$ cat config.mk
export PLATFORM = sky130hd
export DESIGN_NAME = siso_shift_ctrl
export DESIGN_NICKNAME = d
export VERILOG_FILES = /design/src/rtl/shift_pkg.sv /design/src/rtl/shift_bit_sr.sv /design/src/rtl/siso_shift_ctrl.sv
export SDC_FILE = /design/constraint.sdc
export NUM_CORES = 1
export LEC_CHECK = 0
export BUFFER_PORTS_ARGS = -buffer_cell sky130_fd_sc_hd__buf_2
export CAP_MARGIN = 5
export CORE_UTILIZATION = 52
export CTS_CLUSTER_DIAMETER = 150
export DETAILED_ROUTE_END_ITERATION = 6
export PLACE_DENSITY_LB_ADDON = 0.25
export RECOVER_POWER = 100
export REMOVE_ABC_BUFFERS = 1
export SETUP_SLACK_MARGIN = 0.15
export SLEW_MARGIN = 20
export SYNTH_ARGS = -nofsm -noshare
export SYNTH_HDL_FRONTEND = slang
export SYNTH_HIERARCHICAL = 1
export SYNTH_SLANG_ARGS = --single-unit
$ cat constraint.sdc
create_clock -name clk -period 4.07 [get_ports clk]
set_clock_uncertainty 0.15 [all_clocks]
set_input_delay 0 -clock clk [delete_from_list [all_inputs] [get_ports clk]]
set_output_delay 0 -clock clk [all_outputs]
set_load 0.05 [all_outputs]
$ cat src/rtl/shift_pkg.sv
// Shared types and defaults for the SISO shift-chain controller slice.
package shift_pkg;

    localparam int DEFAULT_WIDTH = 4;

    typedef enum logic [1:0] {
        IDLE  = 2'd0,
        SHIFT = 2'd1,
        HOLD  = 2'd2
    } state_t;

endpackage

$ cat src/rtl/shift_bit_sr.sv
// Bidirectional shift register with parallel load; load wins over shift.
// msb_first=1 shifts toward the MSB (serial bit enters at bit 0), else toward the LSB.
module shift_bit_sr
    import shift_pkg::*;
#(
    parameter int WIDTH = DEFAULT_WIDTH
) (
    input  logic             clk,
    input  logic             reset,
    input  logic             load,
    input  logic [WIDTH-1:0] load_data,
    input  logic             shift,
    input  logic             msb_first,
    input  logic             ser_in,
    output logic [WIDTH-1:0] q
);

    always_ff @(posedge clk or posedge reset) begin
        if (reset) begin
            q <= '0;
        end else if (load) begin
            q <= load_data;
        end else if (shift) begin
            q <= msb_first ? {q[WIDTH-2:0], ser_in} : {ser_in, q[WIDTH-1:1]};
        end
    end

endmodule

$ cat src/rtl/siso_shift_ctrl.sv
// Sequencing controller: serialises a TX word onto ser_out for a SISO chain while
// assembling the returning ser_in stream into an RX word.
module siso_shift_ctrl
    import shift_pkg::*;
#(
    parameter int WIDTH = DEFAULT_WIDTH,
    parameter int CNT_W = $clog2(WIDTH)
) (
    input  logic             clk,
    input  logic             reset,
    input  logic [WIDTH-1:0] in_data,
    input  logic             in_valid,
    output logic             in_ready,
    input  logic             msb_first,
    output logic             ser_out,
    output logic             shift_en,
    input  logic             ser_in,
    output logic [WIDTH-1:0] out_data,
    output logic             out_valid,
    input  logic             out_ready,
    output logic             busy
);

    localparam logic [CNT_W-1:0] LAST_CNT = CNT_W'(WIDTH - 1);

    state_t           state_q, state_d;
    logic [CNT_W-1:0] cnt_q;
    logic             order_q;
    logic             load;
    logic [WIDTH-1:0] tx_sr;
    logic [WIDTH-1:0] rx_sr;

    // Handshakes: a word transfers on a rising edge where valid and ready are both high.
    // out_valid/out_data stay stable until then; in_ready only depends on out_ready (in HOLD).
    always_ff @(posedge clk or posedge reset) begin
        if (reset) begin
            state_q <= IDLE;
        end else begin
            state_q <= state_d;
        end
    end

    always_comb begin
        state_d   = state_q;
        in_ready  = 1'b0;
        shift_en  = 1'b0;
        out_valid = 1'b0;
        load      = 1'b0;
        case (state_q)
            IDLE: begin
                in_ready = 1'b1;
                if (in_valid) begin
                    load    = 1'b1;
                    state_d = SHIFT;
                end
            end
            SHIFT: begin
                shift_en = 1'b1;
                if (cnt_q == LAST_CNT) begin
                    state_d = HOLD;
                end
            end
            HOLD: begin
                out_valid = 1'b1;
                in_ready  = out_ready;
                if (out_ready) begin
                    if (in_valid) begin
                        load    = 1'b1;
                        state_d = SHIFT;
                    end else begin
                        state_d = IDLE;
                    end
                end
            end
            default: state_d = IDLE;
        endcase
    end

    // Bit order is frozen at acceptance so msb_first may change freely mid-word.
    always_ff @(posedge clk or posedge reset) begin
        if (reset) begin
            cnt_q   <= '0;
            order_q <= 1'b0;
        end else if (load) begin
            cnt_q   <= '0;
            order_q <= msb_first;
        end else if (shift_en) begin
            cnt_q <= cnt_q + CNT_W'(1);
        end
    end

    shift_bit_sr #(.WIDTH(WIDTH)) u_tx_sr (
        .clk       (clk),
        .reset     (reset),
        .load      (load),
        .load_data (in_data),
        .shift     (shift_en),
        .msb_first (order_q),
        .ser_in    (1'b0),
        .q         (tx_sr)
    );

    shift_bit_sr #(.WIDTH(WIDTH)) u_rx_sr (
        .clk       (clk),
        .reset     (reset),
        .load      (load),
        .load_data ({WIDTH{1'b0}}),
        .shift     (shift_en),
        .msb_first (order_q),
        .ser_in    (ser_in),
        .q         (rx_sr)
    );

    assign ser_out  = shift_en & (order_q ? tx_sr[WIDTH-1] : tx_sr[0]);
    assign out_data = rx_sr;
    assign busy     = (state_q != IDLE);

endmodule

==> metrics.cfg, run 1 <==
[status]
status=completed

[sta]
worst_pin_slew_ns=1.02
totalNegativeSetupSlack_ns=0
timing.final.ws_setup_ns=1.90
setup_viol=0
slew_headroom=0.320
slew_violations=0
fin_crit_ns=2.17
final_hold_viol_count=0
rsz0062_at_grt=false
fmax_mhz=461
final_period_util=0.533

[die]
floorplan.die_area_sq_um=1750
num_rows=14
die_width_um=41.8
initial_core_util=0.554
die_h_um=41.8
core-area_sq_um=1490
design.portCount=19

[yosys]
post_synthesis_async_set_or_reset_flop_share=1.00
syn_avg_cell_area_sq_um=10.4
post_synth_instance_area_sq_um=825
synth_enable_flop_cells=0
ys.flop_type=sky130_fd_sc_hd__dfrtp_1
ys_seq_elements=13
syn-instance-count=79
synth_seq_area_share=0.395
synth.yosys.warnings=6
synth_cell_type_count=23

[setup_path]
rr_startpoint=state_q[0]
cp_common_cell=sky130_fd_sc_hd__nor2b_1
r2r_cells=4
cp_top_family=simple AND/OR/NAND/NOR gates
critPathKind=reg2reg
crit_fanout=19
timing.critical_path.to_type=register
critical_path_cell_count=4
cpPeakStageDelay_ns=0.83
r2r_setup_slack_ns=1.90
timing.critical_path.cells=nor2b_1, nor2b_1, or2b_1, o211ai_1
worst_ep_arrival_time_ns=2.16
crit-reg2reg-capture=u_rx_sr/q[2]
path_buf_inv=0
required_ns=4.06
critPathLaunchType=register
crit_path_max_delay_cell_type=sky130_fd_sc_hd__nor2b_1

[placed_design]
dp_cells=116
place_hpwl_um=1130
placement.setup.worst_slack_ns=2.41
gp_congestion=0.823
portBuffers=18

[layout]
final_nets=125
area_growth_pct=21.9
drive_above_1_share=0.142
final_util=0.675
insertedDiodeCount=0
fin_cells=129

[power]
max-vdd-ir-drop_mv=0.439
power_density_nw_per_um2=850
power.leakage_nw=0.478

[clock_network]
reg_clk_slew_reported_paths_ns=0.08
cts_setup_buffers=0
post_cts_hold_buffer_count=9
max-clock-path-buffers=2
tritoncts.num_buffers=3
post_cts.resized_instances=0
clock_sinks=13
clkLatencyLatePin_ns=0.26
cts-root-buf=sky130_fd_sc_hd__clkbuf_4
ctsHtreeMaxLevel=1
cts_tree=yes

[drt]
ant_nets=0
mean_number_of_vias_per_cell=5.13
post_drt_wl_per_cell_um=12.7
drt_iter0_markers=21
vias=662
drt_drc_violations_left=0
postRouteWirelength_um=1640
detail_route.first_pass.iterations=4

[grt]
grt.total_usage=0.211
first_global_vias=668
number_of_antenna_violations_at_the_first_check_in_global_routing=0
grt_max_degree=20
global_route.overflow_total=0
grt_first_pass_wirelength_um=2860

[run]
maxCapViolations=0

[hold_path]
class_of_the_tightest_hold_or_removal_check=in2async

-- metrics by stage --
step / area, sq um / power [W] / hold slack, ns
floorplan: 833 / 0.000721 / -0.384
global placement: 943 / 0.000822 / -0.238
detailed placement: 943 / 0.000830 / -0.238
CTS: 1060 / 0.000915 / 0.0168
global route: 1000 / 0.000918 / 0.0583
finish: 1000 / 0.000854 / 0.0340
-- cell usage in the layout (no fill, tap or decap) --
cell,count
sky130_fd_sc_hd__or3b_1,8
sky130_fd_sc_hd__nand3_1,1
sky130_fd_sc_hd__clkbuf_1,11
sky130_fd_sc_hd__dlygate4sd3_1,9
sky130_fd_sc_hd__nor2_1,4
sky130_fd_sc_hd__o211ai_2,3
sky130_fd_sc_hd__o211ai_1,5
sky130_fd_sc_hd__conb_1,6
sky130_fd_sc_hd__dfrtp_1,13
sky130_fd_sc_hd__buf_2,8
sky130_fd_sc_hd__nand2_1,10
sky130_fd_sc_hd__clkbuf_4,3
sky130_fd_sc_hd__a21oi_1,2
sky130_fd_sc_hd__or2b_1,2
sky130_fd_sc_hd__mux2i_1,9
sky130_fd_sc_hd__inv_1,5
sky130_fd_sc_hd__ha_1,1
sky130_fd_sc_hd__o21ai_0,2
sky130_fd_sc_hd__or2_2,1
sky130_fd_sc_hd__and2b_1,2
sky130_fd_sc_hd__a22o_1,1
sky130_fd_sc_hd__nor2b_1,4
sky130_fd_sc_hd__a22oi_1,1
sky130_fd_sc_hd__mux2_4,1
sky130_fd_sc_hd__nand2b_1,1
-- final cells by class --
cell class                 count  area [sq um]
sequential                    13           325
multi-input combinational     64           447
tap                           16          20.0
timing repair buffer          27           168
inverter                       5          18.8
clock buffer                   4          26.3
fill                         124           484
-- tightest hold or removal path: stages --
cell,delay (ns)
sky130_fd_sc_hd__dlygate4sd3_1,0.54
sky130_fd_sc_hd__clkbuf_1,0.12
sky130_fd_sc_hd__inv_1,0.14
-- per-layer routing --
| layer | track usage | share of wire |
|---|---|---|
| met4 | 0.0581 | 0.0049 |
| met2 | 0.344 | 0.48 |
| met3 | 0.0261 | 0.023 |
| met1 | 0.295 | 0.49 |
| met5 | 0 | 0 |
-- sequential cells by signal, indices dropped and copies added (netlist names) --
name,count
order_q,1
state_q,2
u_rx_sr/q,4
u_tx_sr/q,4
cnt_q,2
-- worst max path at each step --
stage               start  slack [ns]           end
2_1_floorplan  state_q[1]        2.07       ser_out
3_3_place_gp   state_q[1]        2.44  u_tx_sr/q[2]
3_5_place_dp   state_q[1]        2.41  u_tx_sr/q[2]
4_1_cts        state_q[1]        2.28       ser_out
5_1_grt        state_q[0]        1.64  u_tx_sr/q[2]
6_report       state_q[0]        1.90  u_rx_sr/q[2]
-- kinds of logic after synthesis --
kind of cell | count (synthesis) | synth area share
buffers and inverters | 7 | 0.0349
AO/OA/AOI/OAI | 14 | 0.165
flip-flops | 13 | 0.395
adder cells (fa/ha/maj) | 1 | 0.0152
other | 1 | 0.00455
multiplexers | 10 | 0.127
AND/OR/NAND/NOR | 33 | 0.258
-- cells in the mapped netlist (2+ instances only) --
| cell | n | share of area |
|---|---|---|
| sky130_fd_sc_hd__mux2i_1 | 9 | 0.11 |
| sky130_fd_sc_hd__inv_1 | 5 | 0.023 |
| sky130_fd_sc_hd__o21ai_0 | 2 | 0.012 |
| sky130_fd_sc_hd__nor2b_1 | 2 | 0.015 |
| sky130_fd_sc_hd__or3b_1 | 8 | 0.085 |
| sky130_fd_sc_hd__a21oi_1 | 2 | 0.012 |
| sky130_fd_sc_hd__buf_2 | 2 | 0.012 |
| sky130_fd_sc_hd__and2b_1 | 2 | 0.018 |
| sky130_fd_sc_hd__nor2_1 | 4 | 0.018 |
| sky130_fd_sc_hd__nand2_1 | 10 | 0.046 |
| sky130_fd_sc_hd__o211ai_2 | 8 | 0.12 |
| sky130_fd_sc_hd__or2b_4 | 2 | 0.027 |
| sky130_fd_sc_hd__dfrtp_1 | 13 | 0.39 |
-- power by group --
part	switching, W	internal [W]	leakage, nW
Sequential	0.0000774	0.000194	0.160
Combinational	0.000323	0.000182	0.302
Clock	0.0000395	0.0000378	0.0150
No activity file was read; power rests on OpenSTA's default activity.
==> run 2, diff against run 1 <==
Settings changed: CORE_UTILIZATION 52 to 46.
Clock period 4.07 ns to 1.8 ns, I/O delays scaled along.
==> metrics.cfg, run 2 (synthesis results as in run 1) <==
[status]
status=completed  ; unchanged

[sta]
slew_violations=0  ; unchanged
setup_viol=0  ; unchanged
final_hold_viol_count=0  ; unchanged
slew_headroom=0.604  ; was 0.320
totalNegativeSetupSlack_ns=0  ; unchanged
timing.final.ws_setup_ns=0.169  ; was 1.90 ns
fin_crit_ns=1.63  ; was 2.17 ns
final_period_util=0.906  ; was 0.533
fmax_mhz=613  ; was 461 MHz
worst_pin_slew_ns=0.596  ; was 1.02 ns
rsz0062_at_grt=false  ; unchanged

[grt]
grt-busiest-layer=met2  ; unchanged
grt.met2_usage=0.324  ; was 0.344
first_global_vias=673  ; was 668
grt_use_met1=0.249  ; was 0.295
global_route.overflow_total=0  ; unchanged
grt.total_usage=0.207  ; was 0.211
grt_max_degree=20  ; unchanged
number_of_antenna_violations_at_the_first_check_in_global_routing=0  ; unchanged
routing_usage_on_met3=0.0735  ; was 0.0261
grt_first_pass_wirelength_um=2870  ; was 2860 um

[die]
num_rows=14  ; unchanged
initial_core_util=0.517  ; was 0.554
floorplan.die_area_sq_um=1970  ; was 1750 sq um
die_width_um=44.3  ; was 41.8 um
core-area_sq_um=1590  ; was 1490 sq um
design.portCount=19  ; unchanged
die_h_um=44.3  ; was 41.8 um

[layout]
drive_above_1_share=0.217  ; was 0.142
layout.cells.most_common=sky130_fd_sc_hd__dfrtp_1  ; unchanged
area_growth_pct=28.7  ; was 21.9%
most_frequent_cells_in_the_layout=sky130_fd_sc_hd__dfrtp_1 (12), sky130_fd_sc_hd__nand2_1 (10), sky130_fd_sc_hd__mux2i_1 (9), sky130_fd_sc_hd__clkbuf_1 (9), sky130_fd_sc_hd__dlygate4sd3_1 (9)  ; was sky130_fd_sc_hd__dfrtp_1 (13), sky130_fd_sc_hd__clkbuf_1 (11), sky130_fd_sc_hd__nand2_1 (10)
final_util=0.666  ; was 0.675
top_regs=u_rx_sr/q: 4 flops, u_tx_sr/q: 4 flops  ; unchanged
final_nets=127  ; was 125
insertedDiodeCount=0  ; unchanged
layout.cell_area.non_filler_sq_um=1060  ; was 1000 sq um

[power]
power.leakage_nw=0.501  ; was 0.478 nW
max-vdd-ir-drop_mv=0.997  ; was 0.439 mV
internal-power_w=0.00103  ; was 0.000414 W
p_clk_frac=0.090  ; was 0.091
power_density_nw_per_um2=1950  ; was 850 nW/um^2
net_load_switching_power_w=0.00103  ; was 0.000440 W
pwr-share-seq=0.300  ; was 0.318
power.share.combinational=0.610  ; was 0.592
power.switching_fraction=0.501  ; was 0.515

[clock_network]
clkLatencyLatePin_ns=0.28  ; was 0.26 ns
reg_clk_slew_reported_paths_ns=0.08  ; about the same
cts-root-buf=sky130_fd_sc_hd__clkbuf_4  ; unchanged
max-clock-path-buffers=2  ; unchanged
ctsHtreeMaxLevel=1  ; unchanged
tritoncts.num_buffers=3  ; unchanged
clock_sinks=13  ; unchanged
cts_tree=yes  ; unchanged

[placed_design]
detailed_place.area_sq_um=953  ; was 943 sq um
place_hpwl_um=1160  ; was 1130 um
gp_congestion=0.791  ; was 0.823
portBuffers=18  ; unchanged
placement.setup.worst_slack_ns=0.149  ; was 2.41 ns

[drt]
drt_iter0_markers=7  ; was 21
mean_number_of_vias_per_cell=5.08  ; was 5.13
post_drt_wl_per_cell_um=12.7  ; about the same
drt_drc_violations_left=0  ; unchanged
ant_nets=0  ; unchanged
vias=706  ; was 662
postRouteWirelength_um=1770  ; was 1640 um
detail_route.first_pass.iterations=2  ; was 4

[setup_path]
worst_ep_arrival_time_ns=1.65  ; was 2.16 ns
timing.critical_path.to_type=register  ; unchanged
critPathKind=reg2reg  ; unchanged
required_ns=1.81  ; was 4.06 ns
crit_path_max_delay_cell_type=sky130_fd_sc_hd__dfrtp_1  ; was sky130_fd_sc_hd__nor2b_1
crit_fanout=18  ; was 19
critPathLaunchType=register  ; unchanged
cpPeakStageDelay_ns=0.47  ; was 0.83 ns
timing.critical_path.cells=nor2b_1, nor2b_4, buf_12, mux2_4  ; was nor2b_1, nor2b_1, or2b_1, o211ai_1

[hold_path]
class_of_the_tightest_hold_or_removal_check=in2async  ; unchanged

[run]
maxCapViolations=0  ; unchanged

## run 2: changes by cell type in the layout (fill, tap and decap cells not counted), sizes merged
cell and delta:
buf +1, clkbuf +1
## run 2: per-layer routing
| metal | up-vias | part of all wire |
|---|---|---|
| met4 | 0 | 0.014 |
| met2 | 17 | 0.50 |
| met5 | - | 0 |
| met1 | 340 | 0.45 |
| li1 | 345 | - |
| met3 | 4 | 0.034 |
## run 2: cell type report
class	instances	area [sq um]
Inverter	5	18.8
Multi-Input combinational cell	64	464
Timing Repair Buffer	29	195
Sequential cell	13	327
Tap cell	24	30.0
Fill cell	136	533
Clock buffer	4	26.3
## run 2: critical path, delay by kind of cell, from the launching register on
family / cells / cell delay (ns)
buffers and inverters: 1 / 0.15
flip-flops: 1 / 0.47
multiplexers: 1 / 0.30
AND/OR/NAND/NOR: 2 / 0.45
## run 2: final timing paths
check / cells after the start / to / slack [ns] / start
worst max-delay path: 4 / order_q / 0.17 / state_q[0]
worst min-delay path: 3 / u_rx_sr/q[2] / 0.006 / reset
worst max register to register: 4 / order_q / 0.17 / state_q[0]
worst min register to register: 2 / cnt_q[1] / 0.39 / cnt_q[1]
max in group asynchronous: 3 / order_q / 1.27 / reset
min in group clk: 4 / u_tx_sr/q[1] / 0.32 / in_data[1]
## run 2: repair_timing
item                                   in CTS  in global routing
hold buffers                                9                  0
setup buffers                               0                  2
setup endpoints to repair                   8                 10
endpoints found under the hold margin      24                  0
resized for setup                           2                  3
## run 2: through the flow
| stage | hold WS, ns | cells | power (W) |
|---|---|---|---|
| finish | 0.00590 | 139 | 0.00206 |
| floorplan | -0.384 | 82 | 0.00163 |
| CTS | 0.00397 | 137 | 0.00210 |
| global route | 0.0282 | 139 | 0.00221 |
| global placement | -0.231 | 124 | 0.00187 |
| detailed placement | -0.231 | 124 | 0.00188 |
## run 2: power groups by stage
| stage | Combinational [W] | Sequential [W] | Clock [W] |
|---|---|---|---|
| global route | 0.00136 | 0.000645 | 0.000206 |
| CTS | 0.00130 | 0.000615 | 0.000191 |
| floorplan | 0.000910 | 0.000720 | 0 |
| global placement | 0.00125 | 0.000619 | 0 |
| finish | 0.00126 | 0.000620 | 0.000185 |
| detailed placement | 0.00126 | 0.000620 | 0 |
==> run 3, diff against run 2 <==
Settings changed: CAP_MARGIN 5 to not set, CORE_UTILIZATION 46 to 51, REMOVE_ABC_BUFFERS 1 to not set.
Clock period 1.8 ns to 1.6 ns, I/O delays scaled along.
==> metrics.cfg, run 3 (synthesis results as in run 1) <==
[status]
status=completed  ; unchanged

[layout]
final_nets=138  ; was 127
insertedDiodeCount=0  ; unchanged
most_frequent_cells_in_the_layout=sky130_fd_sc_hd__dfrtp_1 (12), sky130_fd_sc_hd__nand2_1 (10), sky130_fd_sc_hd__mux2i_1 (9), sky130_fd_sc_hd__dlygate4sd3_1 (9), sky130_fd_sc_hd__buf_2 (8)  ; was sky130_fd_sc_hd__dfrtp_1 (12), sky130_fd_sc_hd__nand2_1 (10), sky130_fd_sc_hd__mux2i_1 (9), sky130_fd_sc_hd__clkbuf_1 (9), sky130_fd_sc_hd__dlygate4sd3_1 (9)
num-fill-cells=111  ; was 136
fin_cells=142  ; was 139
regArea_sq_um=327  ; unchanged
area_growth_pct=44.5  ; was 28.7%
layout.cells.most_common=sky130_fd_sc_hd__dfrtp_1  ; unchanged
layout.cell_area.non_filler_sq_um=1190  ; was 1060 sq um
drive_above_1_share=0.373  ; was 0.217
multiInputGateArea_sq_um=512  ; was 464 sq um
top_regs=u_rx_sr/q: 4 flops, u_tx_sr/q: 4 flops  ; unchanged

[setup_path]
crit_fanout=6  ; was 18
required_ns=1.64  ; was 1.81 ns
timing.critical_path.to_type=register  ; unchanged
worst_ep_arrival_time_ns=1.55  ; was 1.65 ns
critPathKind=reg2reg  ; unchanged
critPathLaunchType=register  ; unchanged
r2r_cells=4  ; unchanged

[sta]
final_hold_viol_count=0  ; unchanged
final_period_util=0.938  ; was 0.906
slew_violations=0  ; unchanged
rsz0062_at_grt=true  ; was false
fin_crit_ns=1.50  ; was 1.63 ns
setup_viol=0  ; unchanged
fmax_mhz=666  ; was 613 MHz
slew_headroom=0.607  ; was 0.604
worst_pin_slew_ns=0.592  ; was 0.596 ns
totalNegativeSetupSlack_ns=0  ; unchanged

[clock_network]
clock_sinks=13  ; unchanged
reg_clk_slew_reported_paths_ns=0.08  ; about the same
tritoncts.num_buffers=3  ; unchanged
cts_tree=yes  ; unchanged
ctsHtreeMaxLevel=1  ; unchanged
max-clock-path-buffers=2  ; unchanged
cts-root-buf=sky130_fd_sc_hd__clkbuf_4  ; unchanged
clkLatencyLatePin_ns=0.27  ; was 0.28 ns

[placed_design]
gp_congestion=0.738  ; was 0.791
place_hpwl_um=1160  ; about the same
detailed_place.area_sq_um=972  ; was 953 sq um
dp_cells=118  ; was 124
portBuffers=18  ; unchanged

[die]
core-area_sq_um=1510  ; was 1590 sq um
design.portCount=19  ; unchanged
num_rows=14  ; unchanged
floorplan.die_area_sq_um=1780  ; was 1970 sq um
die_h_um=42.2  ; was 44.3 um
initial_core_util=0.547  ; was 0.517
die_width_um=42.2  ; was 44.3 um

[drt]
post_drt_wl_per_cell_um=15.6  ; was 12.7 um
postRouteWirelength_um=2220  ; was 1770 um
ant_nets=0  ; unchanged
drt_drc_violations_left=0  ; unchanged
vias=777  ; was 706
drt_iter0_markers=16  ; was 7
mean_number_of_vias_per_cell=5.47  ; was 5.08
detail_route.first_pass.iterations=4  ; was 2

[power]
power.leakage_nw=0.588  ; was 0.501 nW
max-vdd-ir-drop_mv=1.67  ; was 0.997 mV
power_density_nw_per_um2=2310  ; was 1950 nW/um^2
final_total_pwr_w=0.00275  ; was 0.00206 W

[grt]
first_global_vias=763  ; was 673
grt.total_usage=0.257  ; was 0.207
number_of_antenna_violations_at_the_first_check_in_global_routing=0  ; unchanged
global_route.overflow_total=0  ; unchanged
grt_max_degree=10  ; was 20
grt_first_pass_wirelength_um=3380  ; was 2870 um

[run]
maxCapViolations=0  ; unchanged

[hold_path]
class_of_the_tightest_hold_or_removal_check=in2async  ; unchanged

-- run 3: changes by cell type in the layout (fill, tap and decap cells not counted), moves of 2 or more --
cell,delta
sky130_fd_sc_hd__buf_4,+6
sky130_fd_sc_hd__clkbuf_1,-2
sky130_fd_sc_hd__nor2b_2,+2
sky130_fd_sc_hd__nor2b_1,-3
sky130_fd_sc_hd__buf_6,+6
sky130_fd_sc_hd__or3b_4,+3
sky130_fd_sc_hd__or3b_1,-3
sky130_fd_sc_hd__o211ai_2,+3
sky130_fd_sc_hd__o211ai_1,-3
-- run 3: through the flow --
step | hold slack, ns | setup slack (ns) | utilization
floorplan | -0.384 | 0.105 | -
global placement | -0.236 | 0.116 | 0.645
detailed placement | -0.241 | 0.0819 | 0.645
CTS | 0.0246 | 0.142 | 0.780
global route | 0.0387 | 0.0432 | 0.791
finish | 0.0175 | 0.0986 | 0.791
-- run 3: power by group --
part           switching [W]  total (W)  internal [W]
combinational        0.00105    0.00189      0.000843
sequential          0.000156   0.000652      0.000496
clock               0.000107   0.000204     0.0000964
total                0.00131    0.00275       0.00144
-- run 3: critical path, cell delays in order, from the launching register on --
cell                       delay, ns
sky130_fd_sc_hd__dfrtp_1        0.45
sky130_fd_sc_hd__and2b_4        0.23
sky130_fd_sc_hd__buf_6          0.12
sky130_fd_sc_hd__or3b_4         0.39
sky130_fd_sc_hd__o211ai_2       0.08
-- run 3: path summary, 6_finish.rpt --
kind	from	slack [ns]	end
worst min-delay path	reset	0.02	u_tx_sr/q[0]
max in group asynchronous	reset	1.05	order_q
worst max-delay path	state_q[0]	0.1	u_rx_sr/q[1]
worst max register to register	state_q[0]	0.1	u_rx_sr/q[1]
worst min register to register	state_q[1]	0.40	state_q[0]
min in group clk	in_valid	0.06	state_q[0]
-- run 3: metal layers --
metal / up-vias / global-route usage / share of wire
met5: - / 0 / 0
met4: 0 / 0.144 / 0.026
met3: 8 / 0.0517 / 0.052
met2: 27 / 0.412 / 0.50
met1: 376 / 0.319 / 0.42
li1: 366 / - / -
-- run 3: timing repair --
action / 4_1_cts / 5_1_grt
hold endpoints to repair: 24 / 0
pin swaps: 10 / 1
gates cloned: 1 / 0
gates resized for setup: 7 / 13
endpoints found under the setup margin: 10 / 15
hold buffers: 9 / 0
setup buffers: 8 / 2
-- run 3: final cells by class --
| type | count | share of cell area |
|---|---|---|
| inverter | 5 | 0.0158 |
| timing repair buffer | 39 | 0.242 |
| multi-input combinational | 65 | 0.430 |
| clock buffer | 4 | 0.0221 |
| sequential | 13 | 0.274 |
| tap | 16 | 0.0168 |
